==> src/rtl/cnn_window_gen_pkg.sv <==
// Shared types and defaults for the CNN window generator.
// Defaults describe the first conv layer input: 28x28 pixels, 3x3 window.
package cnn_window_gen_pkg;

  localparam int ISP_BW       = 8;
  localparam int IMG_W_D      = 28;
  localparam int IMG_H_D      = 28;
  localparam int K_SIZE       = 3;
  localparam int TOTAL_PIXELS = IMG_W_D * IMG_H_D;

  typedef enum logic [1:0] {
    IDLE   = 2'd0,
    FILL   = 2'd1,
    STREAM = 2'd2
  } state_t;

endpackage

==> src/rtl/cnn_window_gen_if.sv <==
// Pixel-in / window-out bundle between the fmap feeder and conv layer 0.
// The master drives pixels; the slave (window generator) drives windows.
interface cnn_window_gen_if
  import cnn_window_gen_pkg::*;
#(
  parameter int DATA_W = ISP_BW,
  parameter int K      = K_SIZE
);

  logic                    i_valid;
  logic [DATA_W-1:0]       i_pixel;
  logic                    o_valid;
  logic [K*K*DATA_W-1:0]   o_window;
  logic                    o_frame_done;
  logic                    o_busy;

  modport master (
    output i_valid, i_pixel,
    input  o_valid, o_window, o_frame_done, o_busy
  );

  modport slave (
    input  i_valid, i_pixel,
    output o_valid, o_window, o_frame_done, o_busy
  );

endinterface

==> src/rtl/cnn_window_gen_line_buffer.sv <==
// One-row pixel delay line; read and write share the address,
// and the read returns the value stored before this beat's write.
module cnn_line_buffer #(
  parameter int DATA_W = 8,
  parameter int DEPTH  = 28,
  parameter int AW     = 5
) (
  input  logic              clk,
  input  logic              en,
  input  logic [AW-1:0]     addr,
  input  logic [DATA_W-1:0] din,
  output logic [DATA_W-1:0] dout
);

  logic [DATA_W-1:0] mem [DEPTH];

  assign dout = mem[addr];

  always_ff @(posedge clk) begin
    if (en) mem[addr] <= din;
  end

endmodule

==> src/rtl/cnn_window_gen.sv <==
// Raster pixel stream to KxK sliding window (stride 1, no padding).
// Frame position is tracked purely by counting accepted beats.
module cnn_window_gen
  import cnn_window_gen_pkg::*;
#(
  parameter int DATA_W = ISP_BW,
  parameter int IMG_W  = IMG_W_D,
  parameter int IMG_H  = IMG_H_D,
  parameter int K      = K_SIZE
) (
  input  logic            clk,
  input  logic            reset_n,
  cnn_window_gen_if.slave bus
);

  localparam int CW = (IMG_W > 1) ? $clog2(IMG_W) : 1;
  localparam int RW = (IMG_H > 1) ? $clog2(IMG_H) : 1;
  localparam int WW = K * K * DATA_W;

  localparam logic [CW-1:0] COL_LAST = CW'(IMG_W - 1);
  localparam logic [CW-1:0] COL_K    = CW'(K - 1);
  localparam logic [RW-1:0] ROW_LAST = RW'(IMG_H - 1);
  localparam logic [RW-1:0] ROW_K    = RW'(K - 1);
  localparam logic [RW-1:0] ROW_FILL = RW'(K - 2);

  logic [CW-1:0]     col_cnt;
  logic [RW-1:0]     row_cnt;
  state_t            state;
  state_t            state_nxt;
  logic              beat;
  logic              col_end;
  logic              frame_end;
  logic              emit;
  logic [DATA_W-1:0] col [K];
  logic [DATA_W-1:0] win [K][K];
  logic [DATA_W-1:0] win_nxt [K][K];
  logic [WW-1:0]     win_flat;

  assign beat     = bus.i_valid;
  assign col[K-1] = bus.i_pixel;

  // col[K-1] is the newest row; each buffer delays it by one more row.
  for (genvar n = 0; n < K - 1; n++) begin : g_lb
    cnn_line_buffer #(
      .DATA_W (DATA_W),
      .DEPTH  (IMG_W),
      .AW     (CW)
    ) u_lb (
      .clk  (clk),
      .en   (beat),
      .addr (col_cnt),
      .din  (col[K-1-n]),
      .dout (col[K-2-n])
    );
  end

  always_comb begin
    col_end   = (col_cnt == COL_LAST);
    frame_end = col_end && (row_cnt == ROW_LAST);
    emit      = beat && (row_cnt >= ROW_K) && (col_cnt >= COL_K);
    state_nxt = state;
    unique case (state)
      IDLE:    state_nxt = (K == 1) ? STREAM : FILL;
      FILL:    state_nxt = (row_cnt == ROW_FILL && col_end) ? STREAM : FILL;
      STREAM:  state_nxt = STREAM;
      default: state_nxt = IDLE;
    endcase
    if (frame_end) state_nxt = IDLE;
  end

  always_comb begin
    win_flat = '0;
    for (int i = 0; i < K; i++) begin
      for (int j = 0; j < K - 1; j++) win_nxt[i][j] = win[i][j+1];
      win_nxt[i][K-1] = col[i];
      for (int j = 0; j < K; j++)
        win_flat[(i*K+j)*DATA_W +: DATA_W] = win_nxt[i][j];
    end
  end

  always_ff @(posedge clk or negedge reset_n) begin
    if (!reset_n) begin
      col_cnt          <= '0;
      row_cnt          <= '0;
      state            <= IDLE;
      win              <= '{default: '0};
      bus.o_valid      <= 1'b0;
      bus.o_window     <= '0;
      bus.o_frame_done <= 1'b0;
      bus.o_busy       <= 1'b0;
    end else if (beat) begin
      if (frame_end) begin
        col_cnt <= '0;
        row_cnt <= '0;
      end else if (col_end) begin
        col_cnt <= '0;
        row_cnt <= row_cnt + 1'b1;
      end else begin
        col_cnt <= col_cnt + 1'b1;
      end
      state            <= state_nxt;
      win              <= win_nxt;
      bus.o_valid      <= emit;
      bus.o_frame_done <= frame_end;
      bus.o_busy       <= (state_nxt != IDLE);
      if (emit) bus.o_window <= win_flat;
    end else begin
      bus.o_valid      <= 1'b0;
      bus.o_frame_done <= 1'b0;
    end
  end

endmodule

==> src/flat_wrapper.sv <==
// flat-port wrapper written by rule: the top's interface ports become plain ports
module cnn_window_gen_flat import cnn_window_gen_pkg::*;
#(
  parameter int DATA_W = ISP_BW,
  parameter int IMG_W  = IMG_W_D,
  parameter int IMG_H  = IMG_H_D,
  parameter int K      = K_SIZE
)
  (clk, reset_n, bus_i_valid, bus_i_pixel, bus_o_valid, bus_o_window, bus_o_frame_done, bus_o_busy);
  cnn_window_gen_if #(.DATA_W(DATA_W), .K(K)) bus_i ();
  input  logic clk;
  input  logic reset_n;
  input wire logic [$bits(bus_i.i_valid)-1:0] bus_i_valid;
  input wire logic [$bits(bus_i.i_pixel)-1:0] bus_i_pixel;
  output wire logic [$bits(bus_i.o_valid)-1:0] bus_o_valid;
  output wire logic [$bits(bus_i.o_window)-1:0] bus_o_window;
  output wire logic [$bits(bus_i.o_frame_done)-1:0] bus_o_frame_done;
  output wire logic [$bits(bus_i.o_busy)-1:0] bus_o_busy;
  assign bus_i.i_valid = bus_i_valid;
  assign bus_i.i_pixel = bus_i_pixel;
  assign bus_o_valid = bus_i.o_valid;
  assign bus_o_window = bus_i.o_window;
  assign bus_o_frame_done = bus_i.o_frame_done;
  assign bus_o_busy = bus_i.o_busy;
  cnn_window_gen #(.DATA_W(DATA_W), .IMG_W(IMG_W), .IMG_H(IMG_H), .K(K)) u_core (.clk(clk), .reset_n(reset_n), .bus(bus_i));
endmodule
==> config.mk <==
export PLATFORM = sky130hd
export DESIGN_NAME = cnn_window_gen_flat
export DESIGN_NICKNAME = d
export VERILOG_FILES = /design/src/rtl/cnn_window_gen_pkg.sv /design/src/rtl/cnn_window_gen_if.sv /design/src/rtl/cnn_window_gen_line_buffer.sv /design/src/rtl/cnn_window_gen.sv /design/src/flat_wrapper.sv
export SDC_FILE = /design/constraint.sdc
export NUM_CORES = 1
export LEC_CHECK = 0
export ABC_AREA = 1
export BUFFER_PORTS_ARGS = -buffer_cell sky130_fd_sc_hd__buf_2
export CAP_MARGIN = 20
export CELL_PAD_IN_SITES_DETAIL_PLACEMENT = 1
export CELL_PAD_IN_SITES_GLOBAL_PLACEMENT = 1
export CORE_ASPECT_RATIO = 1.2
export CORE_MARGIN = 2
export CORE_UTILIZATION = 49
export CTS_CLUSTER_SIZE = 14
export DETAILED_ROUTE_END_ITERATION = 8
export PLACE_DENSITY_LB_ADDON = 0.1
export SLEW_MARGIN = 10
export SYNTH_ARGS = -nofsm -noshare
export SYNTH_HDL_FRONTEND = slang
export SYNTH_HIERARCHICAL = 1
export SYNTH_SLANG_ARGS = --single-unit
export TNS_END_PERCENT = 50
==> constraint.sdc <==
create_clock -name clk -period 2.3 [get_ports clk]
set_input_delay 0.46 -clock clk [delete_from_list [all_inputs] [get_ports clk]]
set_output_delay 0.46 -clock clk [all_outputs]
set_load 0.1 [all_outputs]
Yosys cells after proc, flatten, opt, wreduce, memory -nomap -nowiden:

Memory sizes are Yosys's and may differ from the RTL's.
Index checks and enable logic that the tools add are counted.

* register bits after elaboration: 135
* RAM bits: 448
* output and inout port bits: 75
* word-level logic and storage cells: 44
* memories kept: 2

Memories
* u_core.g_lb[0].u_lb.mem: words 28, bits a word 8, read ports 1, clocked after memory_dff 0, write ports 1, line cnn_window_gen_line_buffer.sv:15 `logic [DATA_W-1:0] mem [DEPTH];`
* u_core.g_lb[1].u_lb.mem: words 28, bits a word 8, read ports 1, clocked after memory_dff 0, write ports 1, line cnn_window_gen_line_buffer.sv:15

* $add $sub $neg: 2
* $lt $le $gt $ge: 2
* equality and inequality tests: 5
* multiplexer cells: 11
* reduce and logical (&&, ||, !) cells: 9

Operator list (count)
* two-way mux 5 bit: 4
* adder 5 x 1 -> 5 bit (second input constant): 2
* == test 5 bit (second input constant): 2
* greater-or-equal comparator 5 x 2 -> 1 bit (second input constant): 2
* one-hot mux 2 bit (3 select lines): 1
* == test 5 x 1 -> 1 bit (second input constant): 1
* logical AND 1 bit: 4
* two-way mux 1 bit: 4
* two-way mux 2 bit: 2
* AND reduction 2 bit: 2
* nonzero test 2 bit: 2
* == test 2 x 1 -> 1 bit (second input constant): 1
* == test 2 bit (second input constant): 1
* zero test 2 bit: 1

Longest topological paths before layout:

* depth in word-level cells: 6
* depth in mapped cells: 14
* depth with buffers taken out: 11

Cells and area by module:

The synthesis kept the hierarchy.

By module, submodules not included
* cnn_line_buffer: times used 2, cells each 909, area each 9414.0 µm², seq. area each 6726.5 µm²
* cnn_window_gen: times used 1, cells each 558, area each 5412.7 µm², seq. area each 3378.2 µm²

Worst setup path before layout:

No wires, ideal clock.

* path type: flip-flop to flip-flop
* start point: register u_core.col_cnt[2]
* end point: memory u_core.g_lb[0].u_lb.mem[13][0] (enable)
* arrival time: 1651 ps
* setup slack: 279 ps
* cell stages (with the launch flop): 5
* buffers on the path: 0
* cell sequence: dfrtp_1 > inv_1 > nor3_2 > inv_1 > nor2_1

RTL lines
* start, declared: line cnn_window_gen.sv:26 `logic [CW-1:0] col_cnt;`
* start signal, assigned: line cnn_window_gen.sv:99 `col_cnt <= col_cnt + 1'b1;`
* end, declared: line cnn_window_gen_line_buffer.sv:15

Straight into the memory's write port.

==> metrics.yaml <==
drt:
  vias_per_cell: 5.14
  drt_iter0_markers: 890
  route.detailed.drc: 0
  final_antenna_net_count: 0
  num_vias: 16600
  firstDrtPassIters: 4
  routedWlPerCell_um: 20.0
  wl_um: 64700
critical_path:
  critical_path.endpoint_type: "flop"
  cp.required_ns: 2.78
  worstSetupStartpointType: "flop"
  slowest_delay_ns: 0.46
  cp_cell_sequence: "inv_2 -> buf_12 -> buf_12 -> nand2_1 -> nand2_1 -> nand2_1 -> nand2_1 -> nand2_1 -> nand2_1 -> nor2_2 -> nand2_4 -> buf_12 -> nand2_1 -> o21ai_0"
  cp_common_cell: "nand2_1"
  cp_max_fo: 27
  cp.arrival_ns: 2.73
  slowest_stage: "dfrtp_4"
  crit_type: "flop to flop"
power:
  seq_power_share_pct: 36.3
  ir_worst_vdd_mv: 1.16
  powerDensity_nw_per_um2: 1460
  totalPowerFinal_mw: 41.3
  power.switching_mw: 17.8
  p_int_mw: 23.5
  combPwrFrac_pct: 41.0
  sw_frac_of_total_pct: 43.0
  p_clk_share_pct: 22.7
  p_leak_nw: 12.4
cts:
  clock-sinks: 583
  clkLatencyLatePin_ns: 0.63
  clk_pin_slew_ns: 0.06
  numCtsBuffers: 58
  clockBufferDepth: 3
  cts_tree: "built"
  clock_tree.root_cell: "clkbuf_16"
  ctsHtreeMaxLevel: 2
global_route:
  antenna_found_initial: 0
  grt_overflow_total: 0
  grtUsageTotal_pct: 25.3
  grt_pass1_vias: 17900
  grt_pass1_wl_um: 100000
  grt_max_degree: 65
placement:
  portBuffers: 85
  place_congestion: 0.817
  placedCellCount: 3125
  hpwl_um: 40700
synthesis:
  syn_area_per_cell_sq_um: 10.2
  yosys.area.top_type: "edfxtp_1"
  syn_area_sq_um: 24200
  synth_top_area_share_pct: 55.5
  ys_seq_area_share_pct: 69.4
  synth_fp_nets: 2392
  yosys_warnings: 6
  synth_area_leaders: "edfxtp_1, nand2_1, dfrtp_1"
  netlist_instances: 2376
  synth_cell_types: 28
  synth-seq-cells: 583
finish:
  multi_input_area_sq_um: 6490
  insertedDiodeCount: 0
  fillerInstances: 5334
  seq_area_sq_um: 16800
  drive_above_1_share_pct: 14.0
  stdcell_count: 3238
  fin_nets: 2570
  synthToLayoutAreaGrowth_pct: 16.4
sta:
  relSlewSlack_pct: 47.4
  timing.final.crit_share_pct: 98.0
  max_freq_mhz: 444
  slew_violations: 0
  finalSetupViolCount: 0
  finalHoldViolations: 0
  rsz0062_at_grt: "true"
  fin_crit_ns: 2.25
  fin_skew_ns: 0.0251
  worst_pin_slew_ns: 0.789
floorplanning:
  io_pins: 86
  dieArea_sq_um: 51300
  start_util_pct: 49.5
  rows: 89
  chipWidth_um: 207
  coreArea_sq_um: 49000
  die_height_um: 248
status:
  status: "completed"
run:
  max-cap-violations: 0
worst_hold_path:
  hold_class: "input port to flop"
[per-stage QoR]
| step | util (%) | TNS [ns] | setup WS (ns) | cell area, sq um | hold WS [ns] |
|---|---|---|---|---|---|
| floorplan | - | 0 | 0.279 | 24200 | 0.164 |
| global placement | 53.4 | 0 | 0.00486 | 26100 | 0.462 |
| detailed placement | 53.4 | -0.158 | -0.0181 | 26100 | 0.468 |
| CTS | 57.3 | -2.84 | -0.0723 | 28100 | 0.236 |
| global route | 57.6 | -0.0575 | -0.0271 | 28200 | 0.288 |
| finish | 57.6 | 0 | 0.0467 | 28200 | 0.304 |
[final timing paths]
path | startpoint | to | slack (ns) | depth (start not counted)
worst max-delay path | u_core/col_cnt[0] | u_core/win[30] | 0.05 | 14
worst min-delay path | bus_i_valid | u_core/win[55] | 0.30 | 3
worst max register to register | u_core/col_cnt[0] | u_core/win[30] | 0.05 | 14
worst min register to register | u_core/win[50] | u_core/win[58] | 0.48 | 2
max in group asynchronous | reset_n | u_core/bus.o_window[35] | 1.19 | 3
min in group asynchronous | reset_n | u_core/bus.o_window[2] | 0.39 | 2
[logic make-up (layout without fill, tap and decap cells)]
logic type      Yosys count  after routing  synth area share [%]
simple gates           1486           1486                  23.6
xor+xnor                  2              2                0.0723
buf+inv                 190            415                  3.94
fa+ha+maj                 5              5                 0.258
compound gates          110            110                  2.72
flops                   583            583                  69.4
[layer usage]
layer	part of all wire (%)	routed length [um]	track usage, %	up-vias
met3	3.2	2050	3.29	105
met5	0	0	0	-
met4	3.0	1940	8.49	0
li1	-	-	-	7997
met2	53	34400	47.1	250
met1	41	26300	30.3	8295
[placed cells by master, fill, tap and decap left out, types with 2 or more instances in the layout]
master / Yosys / routed
xor2_1: 2 / 2
inv_1: 80 / 80
clkbuf_16: 0 / 62
nand3_1: 23 / 23
buf_6: 16 / 2
nor2_1: 130 / 125
buf_4: 13 / 101
o21ai_1: 21 / 21
nand2_2: 0 / 3
nor3_1: 4 / 4
buf_2: 46 / 83
o21ai_2: 28 / 28
inv_2: 8 / 7
o21ai_0: 53 / 53
bufinv_16: 0 / 5
nand2_4: 0 / 2
nor3_2: 10 / 10
clkbuf_1: 22 / 21
nand2_1: 1310 / 1305
nand3_2: 2 / 2
a21oi_1: 6 / 6
edfxtp_1: 448 / 448
buf_12: 1 / 23
clkinv_2: 0 / 7
clkbuf_8: 0 / 5
dfrtp_4: 0 / 2
clkinv_8: 0 / 2
clkinv_1: 2 / 8
buf_16: 0 / 4
dfrtp_1: 135 / 133
nor2_2: 5 / 9
ha_1: 5 / 5
clkinvlp_4: 0 / 2
[registers in the layout, indices dropped and copies added, names as in the netlist]
register	cells
u_core/bus.o_busy	1
u_core/bus.o_frame_done	1
u_core/bus.o_valid	1
u_core/bus.o_window	72
u_core/col_cnt	5
u_core/g_lb.u_lb/mem	448
u_core/row_cnt	5
u_core/state	2
u_core/win	48
[worst max-delay path, delay by kind of cell, from the launching register on]
kind                   cells  cell delay (ns)
DFF                        1             0.46
and+or+nand+nor            9             0.91
AOI/OAI and AO/OA          1             0.09
buffers and inverters      4             0.59
[power groups by stage]
stage          Sequential (mW)  Combinational (mW)  Clock [mW]
5_1_grt                   15.2                18.1        9.92
6_report                  15.0                16.9        9.37
4_1_cts                   15.0                16.6        9.55
3_3_place_gp              15.2                16.0           0
3_5_place_dp              15.2                16.4           0
2_1_floorplan             19.5                6.22           0
[cell type report]
type                            instances  share of cell area (%)
Sequential cell                       583                    59.7
Clock buffer                           85                    5.76
Clock inverter                         22                   0.905
Multi-Input combinational cell       1603                    23.0
Tap cell                              637                    2.82
Inverter                               90                    1.21
Timing Repair Buffer                  218                    6.62
[synthesized netlist by cell type, drive strengths merged]
cell type,n
ha,5
nand2,1310
clkinv,2
nand3,26
buf,78
nor3,14
clkbuf,22
xor2,2
nand4,1
o22ai,1
inv,88
dfrtp,135
o21ai,102
a21oi,6
nor2,135
edfxtp,448
a31oi,1
[repair_timing]
action                     in CTS  in global routing
setup buffers                   0                  1
hold buffers                    1                  0
cloned                          1                  3
setup endpoints to repair     115                102
resized for setup               3                 19
pin swaps                       0                  1
hold endpoints to repair       59                  0
Note: power is estimated with default switching activity, not from simulation.
